### src/rtl/rocket_pool_controller.sv
// rocket_pool_controller
//   Slot pool for player and alien rockets. Each slot holds an active bit,
//   an 11-bit signed pixel X and a 17-bit signed Y with 6 fractional bits.
//   Fire requests claim the lowest free slot, a player fire cooldown is
//   counted in frames, and every active rocket moves once per frame.
//   Rockets retire on collision or when they leave the playfield rows.
//
// Ports
//   clk, resetN          clock, asynchronous active-low reset
//   startOfFrame         one-cycle frame tick (moves rockets, counts cooldown)
//   player1Fire          player fire request
//   alienFire            alien fire request, launched at alienFireX/alienFireY
//   PlayerTLX/PlayerTLY  player top-left corner, used as player launch point
//   playerHit/alienHit   per-slot collision flags
//   isActivePlayers/isActiveAliens   per-slot active flags
//   playerRocketX/Y, alienRocketX/Y  packed 11-bit signed positions, slot i at [11i+10:11i]
//   playerFired          pulse: player launch accepted
//   fireDenied           pulse: a player or alien request was dropped
module rocket_pool_controller #(
  parameter int NUM_P           = 4,
  parameter int NUM_A           = 8,
  parameter int PLAYER_SPEED    = -128,
  parameter int ALIEN_SPEED     = 96,
  parameter int MUZZLE_X_OFS    = 14,
  parameter int COOLDOWN_FRAMES = 8,
  parameter int Y_MIN           = 0,
  parameter int Y_MAX           = 479
) (
  input  logic                      clk,
  input  logic                      resetN,
  input  logic                      startOfFrame,
  input  logic                      player1Fire,
  input  logic                      alienFire,
  input  logic signed [10:0]        alienFireX,
  input  logic signed [10:0]        alienFireY,
  input  logic signed [10:0]        PlayerTLX,
  input  logic signed [10:0]        PlayerTLY,
  input  logic [NUM_P-1:0]          playerHit,
  input  logic [NUM_A-1:0]          alienHit,
  output logic [NUM_P-1:0]          isActivePlayers,
  output logic [NUM_A-1:0]          isActiveAliens,
  output logic [NUM_P*11-1:0]       playerRocketX,
  output logic [NUM_P*11-1:0]       playerRocketY,
  output logic [NUM_A*11-1:0]       alienRocketX,
  output logic [NUM_A*11-1:0]       alienRocketY,
  output logic                      playerFired,
  output logic                      fireDenied
);

  localparam int CD_W = (COOLDOWN_FRAMES > 0) ? $clog2(COOLDOWN_FRAMES + 1) : 1;

  // Speeds are already in 1/64-pixel units; only sign extension is needed.
  localparam logic signed [16:0] P_SPD  = 17'(PLAYER_SPEED);
  localparam logic signed [16:0] A_SPD  = 17'(ALIEN_SPEED);
  localparam logic signed [10:0] MUZZLE = 11'(MUZZLE_X_OFS);
  localparam logic [CD_W-1:0]    CD_LOAD = CD_W'(COOLDOWN_FRAMES);

  // Pixel row of a fixed-point Y lies outside [Y_MIN, Y_MAX].
  function automatic logic off_screen(input logic signed [16:0] yf);
    logic signed [10:0] py;
    int                 py_i;
    py   = yf[16:6];
    py_i = int'(py);
    return (py_i < Y_MIN) || (py_i > Y_MAX);
  endfunction

  // Cooldown counts down to zero and stays there.
  function automatic logic [CD_W-1:0] sat_dec(input logic [CD_W-1:0] c);
    return (c == '0) ? c : c - CD_W'(1);
  endfunction

  // Slot state
  logic [NUM_P-1:0]        p_act;
  logic signed [10:0]      p_x  [NUM_P];
  logic signed [16:0]      p_yf [NUM_P];
  logic [NUM_A-1:0]        a_act;
  logic signed [10:0]      a_x  [NUM_A];
  logic signed [16:0]      a_yf [NUM_A];
  logic [CD_W-1:0]         cooldown;

  // Allocation and movement helpers
  logic [NUM_P-1:0]        p_sel;
  logic [NUM_A-1:0]        a_sel;
  logic                    p_found;
  logic                    a_found;
  logic                    p_launch;
  logic                    a_launch;
  logic                    p_deny;
  logic                    a_deny;
  logic signed [16:0]      p_mv [NUM_P];
  logic signed [16:0]      a_mv [NUM_A];
  logic signed [16:0]      p_ld_yf;
  logic signed [16:0]      a_ld_yf;
  logic signed [10:0]      p_ld_x;

  // Lowest-index free slot, looking only at the registered active bits so a
  // slot freed this cycle becomes allocatable one cycle later.
  always_comb begin
    p_sel   = '0;
    p_found = 1'b0;
    for (int i = 0; i < NUM_P; i++) begin
      if (!p_act[i] && !p_found) begin
        p_sel[i] = 1'b1;
        p_found  = 1'b1;
      end
    end
  end

  always_comb begin
    a_sel   = '0;
    a_found = 1'b0;
    for (int i = 0; i < NUM_A; i++) begin
      if (!a_act[i] && !a_found) begin
        a_sel[i] = 1'b1;
        a_found  = 1'b1;
      end
    end
  end

  always_comb begin
    for (int i = 0; i < NUM_P; i++) p_mv[i] = p_yf[i] + P_SPD;
    for (int i = 0; i < NUM_A; i++) a_mv[i] = a_yf[i] + A_SPD;
  end

  assign p_launch = player1Fire && (cooldown == '0) && p_found;
  assign a_launch = alienFire && a_found;
  assign p_deny   = player1Fire && !p_launch;
  assign a_deny   = alienFire && !a_launch;
  assign p_ld_x   = PlayerTLX + MUZZLE;
  assign p_ld_yf  = {PlayerTLY, 6'b000000};
  assign a_ld_yf  = {alienFireY, 6'b000000};

  // Player slots. A launching slot is inactive, so hits and moves on it are
  // ignored that cycle; its first move waits for the next frame tick.
  always_ff @(posedge clk or negedge resetN) begin
    if (!resetN) begin
      p_act <= '0;
      for (int i = 0; i < NUM_P; i++) begin
        p_x[i]  <= '0;
        p_yf[i] <= '0;
      end
    end else begin
      for (int i = 0; i < NUM_P; i++) begin
        if (p_launch && p_sel[i]) begin
          p_act[i] <= 1'b1;
          p_x[i]   <= p_ld_x;
          p_yf[i]  <= p_ld_yf;
        end else if (p_act[i]) begin
          // Collision wins over movement: the slot is cleared in place.
          if (playerHit[i]) begin
            p_act[i] <= 1'b0;
          end else if (startOfFrame) begin
            p_yf[i] <= p_mv[i];
            if (off_screen(p_mv[i])) p_act[i] <= 1'b0;
          end
        end
      end
    end
  end

  // Alien slots, same rules as the player slots without a cooldown.
  always_ff @(posedge clk or negedge resetN) begin
    if (!resetN) begin
      a_act <= '0;
      for (int i = 0; i < NUM_A; i++) begin
        a_x[i]  <= '0;
        a_yf[i] <= '0;
      end
    end else begin
      for (int i = 0; i < NUM_A; i++) begin
        if (a_launch && a_sel[i]) begin
          a_act[i] <= 1'b1;
          a_x[i]   <= alienFireX;
          a_yf[i]  <= a_ld_yf;
        end else if (a_act[i]) begin
          if (alienHit[i]) begin
            a_act[i] <= 1'b0;
          end else if (startOfFrame) begin
            a_yf[i] <= a_mv[i];
            if (off_screen(a_mv[i])) a_act[i] <= 1'b0;
          end
        end
      end
    end
  end

  // Cooldown and status pulses. A launch reloads the cooldown and takes
  // precedence over a frame-tick decrement in the same cycle.
  always_ff @(posedge clk or negedge resetN) begin
    if (!resetN) begin
      cooldown    <= '0;
      playerFired <= 1'b0;
      fireDenied  <= 1'b0;
    end else begin
      if (p_launch)          cooldown <= CD_LOAD;
      else if (startOfFrame) cooldown <= sat_dec(cooldown);
      playerFired <= p_launch;
      fireDenied  <= p_deny || a_deny;
    end
  end

  assign isActivePlayers = p_act;
  assign isActiveAliens  = a_act;

  for (genvar g = 0; g < NUM_P; g++) begin : g_p_out
    assign playerRocketX[11*g +: 11] = p_x[g];
    assign playerRocketY[11*g +: 11] = p_yf[g][16:6];
  end

  for (genvar g = 0; g < NUM_A; g++) begin : g_a_out
    assign alienRocketX[11*g +: 11] = a_x[g];
    assign alienRocketY[11*g +: 11] = a_yf[g][16:6];
  end

endmodule
### config.mk
export PLATFORM = sky130hd
export DESIGN_NAME = rocket_pool_controller
export DESIGN_NICKNAME = d
export VERILOG_FILES = /design/src/rtl/rocket_pool_controller.sv
export SDC_FILE = /design/constraint.sdc
export NUM_CORES = 1
export LEC_CHECK = 0
export CAP_MARGIN = 30
export CELL_PAD_IN_SITES_DETAIL_PLACEMENT = 1
export CELL_PAD_IN_SITES_GLOBAL_PLACEMENT = 2
export CORE_ASPECT_RATIO = 1.4
export CORE_UTILIZATION = 34
export CTS_CLUSTER_DIAMETER = 100
export DETAILED_ROUTE_END_ITERATION = 10
export PLACE_DENSITY_LB_ADDON = 0.05
export SLEW_MARGIN = 20
export SYNTH_ARGS = -nofsm -noshare
export SYNTH_HDL_FRONTEND = slang
export SYNTH_SLANG_ARGS = --single-unit
### constraint.sdc
create_clock -name clk -period 5.6 [get_ports clk]
set_input_delay 1.12 -clock clk [delete_from_list [all_inputs] [get_ports clk]]
set_output_delay 1.12 -clock clk [all_outputs]
set_load 0.02 [all_outputs]
==> run metrics <==
status finished, final reports clean; Num CTS Buffers 34; Die Area 0.0468 mm²; Fin Hold WS 0.474 ns; WP depth 6; Synth area leader dfrtp_1; initial core utilization 34.5%; sequential area share after synthesis 46.4%; Vias 13,500; pwr dens 397 mW/mm²; Mapped Cells 1,681; top cells by area, synth dfrtp_1, nand2_1, o21ai_0, buf_4, mux2_2; Hold Crit Class reg2reg; Achievable Freq 0.308 GHz; clk_skew 0.0235 ns; ANT cells 0; IO Port Bufs 338; share of layout cells above drive strength 1 8.20%; vias in the first global route 14,000; Reg2Reg Depth 7; GRT Total Usage 23.9%; DP HPWL 40,000 µm; Die X 183 µm; Finished Layout Cells 2,550; antenna violations before repair 1; FP Rows 92; commonest cells in the netlist dfrtp_1, nand2_1, o21ai_0; Critical Path RT 6.02 ns; CP endpoint kind flop; # nets final 1,993; setup TNS 0 ns; Yosys top cell area share 46.4%; Post-synth EDFFs 0; CP arrival 3.66 ns; post-cts resize count 0; first-pass GRT wire length 85,600 µm; Leak 8.32 nW; global placement routability congestion 0.820; # IOs 339; Slowest cell on crit path or3_1; Syn Std Cell Area 0.0156 mm²; r2r endpoint playerRocketY[40]$_DFFE_PN0P_; largest net degree at the start of global routing 102; Worst Setup Start Kind input port; Syn-to-layout area delta 29.5%; CP Launch Point player1Fire; slowest stage delay, CP 0.87 ns; worst-skew pair later-pin latency 0.55 ns; Worst Path Buf+Inv 1; CP Cell Sequence clkdlybuf4s50_1 > nand4bb_1 > or3_1 > nand2_2 > o21ai_0 > a221o_1; Final Max Slew Viols 0; total power 8.05 mW; post-placement cell count 2,487; grt ovf 0; yosys warns 0; Setup crit end playerRocketY[40]$_DFFE_PN0P_; DR vias/cell 5.29; postcts setup bufs 0; cell area after layout 0.0202 mm²; Placed Area 0.0190 mm²; H-tree levels 2; CP top delay family simple AND/OR/NAND/NOR gates; CTS Buffer Depth 3; RR Startpoint cooldown[0]$_DFFE_PN0P_; Avg Cell Area, Syn 9.30 µm²; count leader, synth dfrtp_1; Yosys reg bits 290; Util after Layout 44.8%; crit path time final 3.25 ns; Pre-antenna DRT Iters 5; post-synth cell types 80; VDD IR max 200 µV; Post-Route WL 55,600 µm; CP Max Fanout 24; worst slew pin tran 0.934 ns; DRC marker count from the first detailed-route iteration 586; WS Path Type in2reg; DP Worst Slack 1.75 ns; ANT nets after route 0; final hold vios 0; WL per Instance 21.8 µm; Root Buffer clkbuf_16; # DRC 0; Max transition margin 37.7%; Sink Count 290; reg-to-reg slack, setup 2.80 ns; Worst-path clk slew 0.06 ns; Post-synth top flop dfrtp_1; ys async rst share 100%; CTS tree built; Period Utilization, post-route 58.0%; unrepaired setup endpoints after global routing false; syn nets 1,761; max cap viols 0; Hold Buf Count CTS 0; chip height 256 µm; Setup Viol. Count Final 0; slack of the critical path 2.35 ns; core area 0.0452 mm²
-- cell usage in the layout, fill, tap and decap left out, types with 8 or more instances in the layout --
cell             Yosys  layout
a21oi_1             37      37
a221o_1             24      24
and3_1              15      15
buf_4               88      16
clkbuf_16            0      34
clkbuf_8             0      13
clkdlybuf4s50_1      0     336
dfrtp_1            290     290
ha_1                19      19
inv_1               50      50
mux2_1               9       9
mux2_2              51      51
mux2_4               8       8
nand2_1            280     280
nand2b_1            16      16
nand3_1             55      54
nand3b_1            10      10
nand4_1             15      15
nor2_1             108     106
nor2b_1             11      10
nor3_1              48      48
nor3b_1             15      15
nor4_1              24      24
nor4b_1             12      12
o21ai_0            170     170
o221ai_1             9       9
o311ai_0            19      19
or3_1               16      16
xnor2_1             54      54
xor2_1              42      42
-- how the worst min path moves through the flow --
stage / start / end / depth (start not counted)
after CTS: alienRocketX[9]$_DFFE_PN0P_ / alienRocketX[9]$_DFFE_PN0P_ / 2
after detailed placement: alienRocketX[9]$_DFFE_PN0P_ / alienRocketX[9]$_DFFE_PN0P_ / 2
final: playerRocketX[4]$_DFFE_PN0P_ / playerRocketX[4]$_DFFE_PN0P_ / 2
after floorplan: cooldown[2]$_DFFE_PN0P_ / cooldown[2]$_DFFE_PN0P_ / 1
after global routing: playerRocketX[4]$_DFFE_PN0P_ / playerRocketX[4]$_DFFE_PN0P_ / 2
after global placement: playerRocketX[19]$_DFFE_PN0P_ / playerRocketX[19]$_DFFE_PN0P_ / 2
-- layout make-up --
class	count	area [µm²]
repair buffers	358	3570
inverters	51	191
well taps	611	764
flip-flops and latches	290	7260
multi-input cells	1178	7240
fillers	5110	25000
clock buffers	50	1040
clock inverters	12	183
-- state kept, by name (all words and copies together), names as in the netlist, 4 cells and up --
register	flops
playerRocketX	44
isActiveAliens	8
alienRocketY	88
playerRocketY	44
isActivePlayers	4
a_yf	8
cooldown	4
alienRocketX	88
-- cells by family after synthesis --
family	Yosys count	synth area share (%)
compound gates	337	13.8
simple gates	654	20.2
xor+xnor	96	5.38
fa+ha+maj	19	1.52
buf+inv	213	7.41
flops	290	46.4
mux	72	5.35
-- metal layers --
metal  GRT usage, %  wire, µm
met3           6.76      3960
met2           41.0     27200
met4           9.21      2110
met1           27.8     22300
met5              0         0
-- power breakdown --
part           internal [mW]  leakage [nW]  switching [mW]
logic                   1.18          3.90            1.41
clock network           1.45         0.605           0.971
registers               2.52          3.81           0.521
-- worst reg2reg max path: cells and delay by family, from the launching register on --
| kind | cells | cell delay, ns |
|---|---|---|
| AO/OA/AOI/OAI | 2 | 0.44 |
| adder cells (fa/ha/maj) | 1 | 0.17 |
| buffers and inverters | 1 | 0.09 |
| flip-flops | 1 | 0.40 |
| AND/OR/NAND/NOR | 3 | 1.58 |
(Power assumes the default switching activity.)
